<file path="src/rtl/imem_loader_pkg.sv">
// Shared definitions for the instruction-memory loader.
// - Stream, word and counter widths, default ROM depth.
// - FSM state encoding (3-bit).
package imem_loader_pkg;

  localparam int unsigned BYTE_W    = 8;    // stream data width, also checksum width
  localparam int unsigned INSTR_W   = 32;   // word / address width
  localparam int unsigned ROM_DEPTH = 256;  // max words loadable
  localparam int unsigned CNT_W     = 16;   // header word-count width

  typedef enum logic [2:0] {
    ST_IDLE = 3'd0,
    ST_HDR0 = 3'd1,
    ST_HDR1 = 3'd2,
    ST_DATA = 3'd3,
    ST_CSUM = 3'd4
  } state_e;

endpackage

</file>
<file path="src/rtl/imem_loader_if.sv">
// Byte-stream input and instruction-memory write bus of the loader.
// - s_valid/s_data/s_ready : byte stream (valid/ready)
// - wr_en/wr_addr/wr_data  : imem write port, one strobe per word
// Modports: master = loader side, slave = stream source / memory side.
import imem_loader_pkg::*;

interface imem_loader_if;
  logic               s_valid;
  logic [BYTE_W-1:0]  s_data;
  logic               s_ready;
  logic               wr_en;
  logic [INSTR_W-1:0] wr_addr;
  logic [INSTR_W-1:0] wr_data;

  modport master (
    input  s_valid, s_data,
    output s_ready, wr_en, wr_addr, wr_data
  );

  modport slave (
    output s_valid, s_data,
    input  s_ready, wr_en, wr_addr, wr_data
  );
endinterface

</file>
<file path="src/rtl/imem_loader_word_packer.sv">
// Assembles four stream bytes into one little-endian 32-bit word.
// Ports:
// - clk, rstn : clock, async active-low reset
// - clr       : synchronous clear of the byte position and partial word
// - byte_vld  : byte_in is consumed this cycle
// - byte_in   : stream byte
// - word_vld  : registered, high for the cycle after the 4th byte
// - word_out  : completed word (first byte in bits 7:0), held until next word
import imem_loader_pkg::*;

module imem_word_packer (
  input  logic               clk,
  input  logic               rstn,
  input  logic               clr,
  input  logic               byte_vld,
  input  logic [BYTE_W-1:0]  byte_in,
  output logic               word_vld,
  output logic [INSTR_W-1:0] word_out
);

  logic [1:0]         cnt_q, cnt_d;
  logic [23:0]        shift_q, shift_d;   // three earlier bytes, oldest lowest
  logic               word_vld_q, word_vld_d;
  logic [INSTR_W-1:0] word_q, word_d;

  always_comb begin
    cnt_d      = cnt_q;
    shift_d    = shift_q;
    word_d     = word_q;
    word_vld_d = 1'b0;
    if (clr) begin
      cnt_d   = '0;
      shift_d = '0;
    end else if (byte_vld) begin
      cnt_d   = cnt_q + 2'd1;
      shift_d = {byte_in, shift_q[23:8]};
      if (cnt_q == 2'd3) begin
        word_d     = {byte_in, shift_q};
        word_vld_d = 1'b1;
      end
    end
  end

  always_ff @(posedge clk or negedge rstn) begin
    if (!rstn) begin
      cnt_q      <= '0;
      shift_q    <= '0;
      word_q     <= '0;
      word_vld_q <= 1'b0;
    end else begin
      cnt_q      <= cnt_d;
      shift_q    <= shift_d;
      word_q     <= word_d;
      word_vld_q <= word_vld_d;
    end
  end

  assign word_vld = word_vld_q;
  assign word_out = word_q;

endmodule

</file>
<file path="src/rtl/imem_loader.sv">
// Instruction-memory loader: receives a framed program over a byte stream
// and writes it word by word into imem at byte addresses 0, 4, 8, ...
// The CPU is held in reset while loading and released only after a load
// whose trailing XOR checksum matches.
// Frame: CNT_LO, CNT_HI (word count N), 4*N data bytes, CSUM.
// Ports:
// - clk, rstn : clock, async active-low reset
// - start     : one-cycle pulse, begins a load (ignored while busy)
// - bus       : stream input and imem write bus (master modport)
// - cpu_rstn  : active-low CPU reset, 1 only after a successful load
// - busy      : load in progress
// - done      : one-cycle pulse on a successful load
// - err       : sticky error (oversize or checksum), cleared by start
import imem_loader_pkg::*;

module imem_loader #(
  parameter int unsigned MAX_WORDS = ROM_DEPTH
) (
  input  logic         clk,
  input  logic         rstn,
  input  logic         start,
  imem_loader_if.master bus,
  output logic         cpu_rstn,
  output logic         busy,
  output logic         done,
  output logic         err
);

  state_e             state_q, state_d;
  logic [BYTE_W-1:0]  cnt_lo_q, cnt_lo_d;
  logic [CNT_W-1:0]   n_q, n_d;
  logic [CNT_W-1:0]   word_cnt_q, word_cnt_d;
  logic [1:0]         byte_cnt_q, byte_cnt_d;
  logic [BYTE_W-1:0]  csum_q, csum_d;
  logic [INSTR_W-1:0] wr_addr_q, wr_addr_d;
  logic               s_ready_q, s_ready_d;
  logic               cpu_rstn_q, cpu_rstn_d;
  logic               busy_q, busy_d;
  logic               done_q, done_d;
  logic               err_q, err_d;

  logic accept;
  logic pk_clr;
  logic pk_vld;

  assign accept = bus.s_valid & s_ready_q;
  assign pk_clr = (state_q == ST_IDLE) & start;
  assign pk_vld = accept & (state_q == ST_DATA);

  always_comb begin
    state_d    = state_q;
    cnt_lo_d   = cnt_lo_q;
    n_d        = n_q;
    word_cnt_d = word_cnt_q;
    byte_cnt_d = byte_cnt_q;
    csum_d     = csum_q;
    wr_addr_d  = wr_addr_q;
    cpu_rstn_d = cpu_rstn_q;
    busy_d     = busy_q;
    err_d      = err_q;
    done_d     = 1'b0;

    unique case (state_q)
      ST_IDLE: begin
        if (start) begin
          err_d      = 1'b0;
          cpu_rstn_d = 1'b0;
          busy_d     = 1'b1;
          word_cnt_d = '0;
          byte_cnt_d = '0;
          csum_d     = '0;
          state_d    = ST_HDR0;
        end
      end
      ST_HDR0: begin
        if (accept) begin
          cnt_lo_d = bus.s_data;
          state_d  = ST_HDR1;
        end
      end
      ST_HDR1: begin
        if (accept) begin
          n_d = {bus.s_data, cnt_lo_q};
          if (32'(n_d) > MAX_WORDS) begin
            err_d   = 1'b1;
            busy_d  = 1'b0;
            state_d = ST_IDLE;
          end else if (n_d == '0) begin
            state_d = ST_CSUM;
          end else begin
            state_d = ST_DATA;
          end
        end
      end
      ST_DATA: begin
        if (accept) begin
          csum_d     = csum_q ^ bus.s_data;
          byte_cnt_d = byte_cnt_q + 2'd1;
          // Address is latched on the same edge the packer raises word_vld,
          // so wr_addr lines up with wr_en/wr_data without an extra stage.
          if (byte_cnt_q == 2'd3) begin
            wr_addr_d  = {{(INSTR_W-CNT_W-2){1'b0}}, word_cnt_q, 2'b00};
            word_cnt_d = word_cnt_q + 1'b1;
            if (word_cnt_q == n_q - 1'b1) state_d = ST_CSUM;
          end
        end
      end
      ST_CSUM: begin
        if (accept) begin
          busy_d  = 1'b0;
          state_d = ST_IDLE;
          if (bus.s_data == csum_q) begin
            done_d     = 1'b1;
            cpu_rstn_d = 1'b1;
          end else begin
            err_d = 1'b1;
          end
        end
      end
      default: state_d = ST_IDLE;
    endcase

    s_ready_d = (state_d != ST_IDLE);
  end

  always_ff @(posedge clk or negedge rstn) begin
    if (!rstn) begin
      state_q    <= ST_IDLE;
      cnt_lo_q   <= '0;
      n_q        <= '0;
      word_cnt_q <= '0;
      byte_cnt_q <= '0;
      csum_q     <= '0;
      wr_addr_q  <= '0;
      s_ready_q  <= 1'b0;
      cpu_rstn_q <= 1'b0;
      busy_q     <= 1'b0;
      done_q     <= 1'b0;
      err_q      <= 1'b0;
    end else begin
      state_q    <= state_d;
      cnt_lo_q   <= cnt_lo_d;
      n_q        <= n_d;
      word_cnt_q <= word_cnt_d;
      byte_cnt_q <= byte_cnt_d;
      csum_q     <= csum_d;
      wr_addr_q  <= wr_addr_d;
      s_ready_q  <= s_ready_d;
      cpu_rstn_q <= cpu_rstn_d;
      busy_q     <= busy_d;
      done_q     <= done_d;
      err_q      <= err_d;
    end
  end

  imem_word_packer u_packer (
    .clk      (clk),
    .rstn     (rstn),
    .clr      (pk_clr),
    .byte_vld (pk_vld),
    .byte_in  (bus.s_data),
    .word_vld (bus.wr_en),
    .word_out (bus.wr_data)
  );

  assign bus.s_ready = s_ready_q;
  assign bus.wr_addr = wr_addr_q;
  assign cpu_rstn    = cpu_rstn_q;
  assign busy        = busy_q;
  assign done        = done_q;
  assign err         = err_q;

endmodule
</file>
<file path="src/flat_wrapper.sv">
// flat-port wrapper written by rule: the top's interface ports become plain ports
module imem_loader_flat 
#(
  parameter int unsigned MAX_WORDS = ROM_DEPTH
)
  (clk, rstn, start, cpu_rstn, busy, done, err, bus_s_valid, bus_s_data, bus_s_ready, bus_wr_en, bus_wr_addr, bus_wr_data);
  imem_loader_if bus_i ();
  input  logic clk;
  input  logic rstn;
  input  logic start;
  output logic cpu_rstn;
  output logic busy;
  output logic done;
  output logic err;
  input wire logic [$bits(bus_i.s_valid)-1:0] bus_s_valid;
  input wire logic [$bits(bus_i.s_data)-1:0] bus_s_data;
  output wire logic [$bits(bus_i.s_ready)-1:0] bus_s_ready;
  output wire logic [$bits(bus_i.wr_en)-1:0] bus_wr_en;
  output wire logic [$bits(bus_i.wr_addr)-1:0] bus_wr_addr;
  output wire logic [$bits(bus_i.wr_data)-1:0] bus_wr_data;
  assign bus_i.s_valid = bus_s_valid;
  assign bus_i.s_data = bus_s_data;
  assign bus_s_ready = bus_i.s_ready;
  assign bus_wr_en = bus_i.wr_en;
  assign bus_wr_addr = bus_i.wr_addr;
  assign bus_wr_data = bus_i.wr_data;
  imem_loader #(.MAX_WORDS(MAX_WORDS)) u_core (.clk(clk), .rstn(rstn), .start(start), .bus(bus_i), .cpu_rstn(cpu_rstn), .busy(busy), .done(done), .err(err));
endmodule
</file>
<file path="config.mk">
export PLATFORM = sky130hd
export DESIGN_NAME = imem_loader_flat
export DESIGN_NICKNAME = d
export VERILOG_FILES = /design/src/rtl/imem_loader_pkg.sv /design/src/rtl/imem_loader_if.sv /design/src/rtl/imem_loader_word_packer.sv /design/src/rtl/imem_loader.sv /design/src/flat_wrapper.sv
export SDC_FILE = /design/constraint.sdc
export NUM_CORES = 1
export LEC_CHECK = 0
export CORE_MARGIN = 1.5
export CORE_UTILIZATION = 45
export CTS_BUF_LIST = sky130_fd_sc_hd__clkbuf_8
export CTS_CLUSTER_DIAMETER = 50
export DETAILED_ROUTE_END_ITERATION = 10
export GPL_TIMING_DRIVEN = 0
export PLACE_DENSITY = 0.76
export SYNTH_ARGS = -nofsm -noshare
export SYNTH_HDL_FRONTEND = slang
export SYNTH_SLANG_ARGS = --single-unit
</file>
<file path="constraint.sdc">
create_clock -name clk -period 3.36 [get_ports clk]
set_input_delay 0.84 -clock clk [delete_from_list [all_inputs] [get_ports clk]]
set_output_delay 0.84 -clock clk [all_outputs]
set_load 0.03 [all_outputs]
</file>
==> results list <==
- Of the post-synthesis cell area, the dominant cell type holds 0.537.
- Of the total power, the clock network draws 0.238.
* Run status: finished clean
- The final layout contains ~760 nets.
* Placer Congestion: 0.869
* Worst hold path class: primary input to asynchronous set/reset pin
- After detailed routing, the average wire length per cell comes to 15.2 µm.
- In the synthesized netlist, the number of instances is roughly 640.
- Leaving out fill and tap cells, the most frequent cell in the layout is sky130_fd_sc_hd__nand2_1.
- Once detail routing completed, the nets flagged for antenna violations numbered 0.
* Final count of hold timing violations: 0
- Type of the worst setup path: primary input to register
* Number of global-route vias before repair: roughly 4,800
- In this run the worst path has a maximum fanout of 7.
- Global routing's busiest layer: met2
- For this run, the register share of the synthesized area comes to 0.537.
- Number of buffers inserted to repair setup after CTS: 0
- Number of library cell types mapped by synthesis: 54
- Entering global routing, the biggest net connects 94 pins.
* Cell area after layout: 0.00754 mm²
- DIE WIDTH: approximately 120 µm
* Clock sink count: 133
- Dividing the final minimum period by the clock period gives 0.879.
- Boundary pin count: 82
* Detailed-router iteration count before antenna repair: 5
- The H-tree was split into 4 levels.
* Static leakage: 3.38 nW
- First-pass GRT wire length: 23,700 µm
- Share of total power consumed by net switching: 0.373
- The tightest hold path in the finished design has a slack of between 0.2 and 0.3 ns.
- For this design the ratio of total power to cell area is 720 mW/mm².
- Std-Cell Rows: 42
* Residual DRC count: 0
* Required @ worst endpoint: roughly 3.7 ns
- Largest area contributor in the netlist: sky130_fd_sc_hd__dfrtp_1
- Total CTS buffers: 17
- VDD IR max: 0.354 mV
* Setup repair after global routing missed its margin: no
- Register bit count reported by yosys: 133
* Antenna violations before repair: 0
* Final Setup Violations: 0
- Port-buffer cells: 65
- Total Routed Length: 14,100 µm
- EDFF count, synth: 0
* Clk root buf: sky130_fd_sc_hd__clkbuf_8
* Latest clock arrival within the worst-skew pair: 0.45 ns
* Max capacitance violation total: 0
- After synthesis the cells add up to 0.00620 mm².
* Power Total: 0.00543 W
- Leading post-synthesis cells by cell area: sky130_fd_sc_hd__dfrtp_1 54%, sky130_fd_sc_hd__nand2_1 10%, sky130_fd_sc_hd__mux2_2 6.2%
- Core region area: 0.0133 mm²
* Cell area after placement: 0.00715 mm²
- The worst path needs 2.95 ns of the cycle, external delays included.
- In this run the deepest clock path goes through 2 buffers.
* Clk_skew: 0.00965 ns
- The library cells used most frequently in the layout, excluding fill and tap cells, are 166 x sky130_fd_sc_hd__nand2_1, 133 x sky130_fd_sc_hd__dfrtp_1, 64 x sky130_fd_sc_hd__clkdlybuf4s50_1, 43 x sky130_fd_sc_hd__a21oi_1, 37 x sky130_fd_sc_hd__o21ai_0.
- Once detailed placement completed, the half-perimeter wirelength came to 10,100 µm.
* Internal: 0.00340 W
- Proportion of power drawn by combinational gates: 0.335
- In the global route stage, met1 resource usage came out at 0.274.
* CTS tree: yes
- In the global route stage, overall resource usage came out at 0.208.
- DR iter-0 viols: 443
- In the routed layout, each cell is associated on average with a via count of 5.31.
- Startpoint type of the worst setup path: primary input
- The initial utilization of the core area, before any placement, comes to 0.464.
* Area added between synthesis and finish: 21.7%
- At the worst endpoint, the arrival time is about 3.3 ns.
- For this run, global-route usage on met3 was measured as 0.0491.
* Grt ovf: 0
* Most used DFF post-synth: sky130_fd_sc_hd__dfrtp_1
- Syn_area_per_cell: about 9.7 µm²
* Resized cells post-CTS: 0
* Quantity of hold-fixing buffers added after cts: 0
* Placed Cells incl. Taps: 896
* Finished Layout Cells: a little over 900
- Of the total power, registers draw 0.428.
* Via count: 4,924
- STA classifies the critical path endpoint as a register.
* Clock slew at the register clock pins of the worst setup and hold paths: approximately 0.08 ns
* DIE HEIGHT: 120 µm
- Global Route met2 Usage: 0.333
- The die covers 0.0145 mm².
* Number of synthesis warnings: 0
* Sw Pwr: 0.00203 W
- Worst-case headroom to the max-slew limit: 0.353
- Share of layout cells above drive strength 1: 0.124
* Number of antenna diodes: 0
* Slew at the pin closest to its max-slew limit: around 0.96 ns
* Fraction of registers with async set/reset: 1.00
* Number of max-slew violations in the final report: 0
* Maximum frequency from static timing analysis: 339 MHz
-- cell type report --
class | instances | area, µm²
clock inverter | 14 | 139
tap | 176 | 220
multi-input combinational | 458 | 2620
clock buffer | 18 | 248
sequential | 133 | 3330
timing repair buffer | 66 | 679
fill | 1180 | 5810
inverter | 14 | 52.6
buffer | 49 | 256
-- path summary, 6_finish.rpt --
path | endpoint | start | slack [ns] | cells past startpoint
worst max-delay path | u_core.err | bus_s_data[4] | 0.41 | 7
max in group asynchronous | u_core.n_q[6] | rstn | 2.30 | 2
min in group clk | u_core.u_packer.word_out[4] | u_core.u_packer.shift_q[4] | 0.47 | 2
worst min register to register | u_core.u_packer.word_out[4] | u_core.u_packer.shift_q[4] | 0.47 | 2
worst min-delay path | u_core.u_packer.word_out[21] | rstn | 0.29 | 1
worst max register to register | u_core.state_q[1] | u_core.n_q[0] | 0.58 | 9
-- per-layer routing --
layer	share of wire	wire, µm
met5	0	0
met4	0.025	346
met3	0.050	707
met2	0.49	6900
met1	0.44	6160
-- state kept, by name, summed over array words and instances, names as in the netlist --
name and count:
u_core.n_q 16, u_core.word_cnt_q 16, u_core.bus.s_ready 1, u_core.u_packer.shift_q 24
u_core.u_packer.word_out 32, u_core.cnt_lo_q 8, u_core.cpu_rstn 1, u_core.bus.wr_addr 16
u_core.u_packer.word_vld 1, u_core.err 1, u_core.busy 1, u_core.u_packer.cnt_q 2
u_core.byte_cnt_q 2, u_core.state_q 3, u_core.csum_q 8, u_core.done 1
-- worst max-delay path, stage by stage --
cell	delay [ns]
sky130_fd_sc_hd__clkdlybuf4s50_1	0.57
sky130_fd_sc_hd__or4_1	0.60
sky130_fd_sc_hd__nor4_1	0.52
sky130_fd_sc_hd__a21bo_2	0.29
sky130_fd_sc_hd__a22oi_1	0.25
sky130_fd_sc_hd__o21ai_0	0.12
sky130_fd_sc_hd__o41ai_1	0.09
-- through the flow --
step            util  worst slack (ns)  setup TNS [ns]
3_3_place_gp   0.534             -3.44         -456.77
3_5_place_dp   0.536           -0.0312         -0.0312
5_1_grt        0.565             0.257               0
2_1_floorplan      -             0.905               0
6_report       0.565             0.407               0
4_1_cts        0.565             0.415               0
-- synthesized netlist by cell type (2+ instances only) --
master                     number
sky130_fd_sc_hd__nor2_1        21
sky130_fd_sc_hd__nor3_1        11
sky130_fd_sc_hd__dfrtp_1      133
sky130_fd_sc_hd__inv_1         13
sky130_fd_sc_hd__nand2_1      166
sky130_fd_sc_hd__xor2_1        11
sky130_fd_sc_hd__or3_1          9
sky130_fd_sc_hd__nor2b_1        7
sky130_fd_sc_hd__o21ai_0       37
sky130_fd_sc_hd__buf_2          3
sky130_fd_sc_hd__nand3b_1       3
sky130_fd_sc_hd__nor4b_1        2
sky130_fd_sc_hd__nand3_1       15
sky130_fd_sc_hd__xnor2_1       24
sky130_fd_sc_hd__a31oi_1        4
sky130_fd_sc_hd__and2_1         2
sky130_fd_sc_hd__ha_1           4
sky130_fd_sc_hd__mux2i_1        2
sky130_fd_sc_hd__nor4_1        11
sky130_fd_sc_hd__buf_4         16
sky130_fd_sc_hd__nand4_1        6
sky130_fd_sc_hd__clkbuf_1      24
sky130_fd_sc_hd__or4_1          3
sky130_fd_sc_hd__buf_1          4
sky130_fd_sc_hd__and4_1         2
sky130_fd_sc_hd__a21oi_1       43
sky130_fd_sc_hd__o41ai_1        2
sky130_fd_sc_hd__or4b_1         2
sky130_fd_sc_hd__mux2_2        34
-- kinds of logic after synthesis --
kind of cell | count (synthesis) | synth area share
other | 1 | 0.000605
AOI/OAI and AO/OA | 100 | 0.0937
adders and majority gates | 4 | 0.00808
xor gates and xnor gates | 35 | 0.0495
muxes | 36 | 0.0650
buffers and inverters | 63 | 0.0499
and+or+nand+nor | 267 | 0.196
DFF | 133 | 0.537
-- power groups by stage --
stage	registers (W)	clock network (W)	logic, W
after floorplan	0.00251	0	0.00100
final	0.00232	0.00129	0.00182
after detailed placement	0.00235	0	0.00180
after global placement	0.00233	0	0.00174
after global routing	0.00237	0.00138	0.00199
after CTS	0.00232	0.00132	0.00182
No activity file was read; power rests on OpenSTA's default activity.
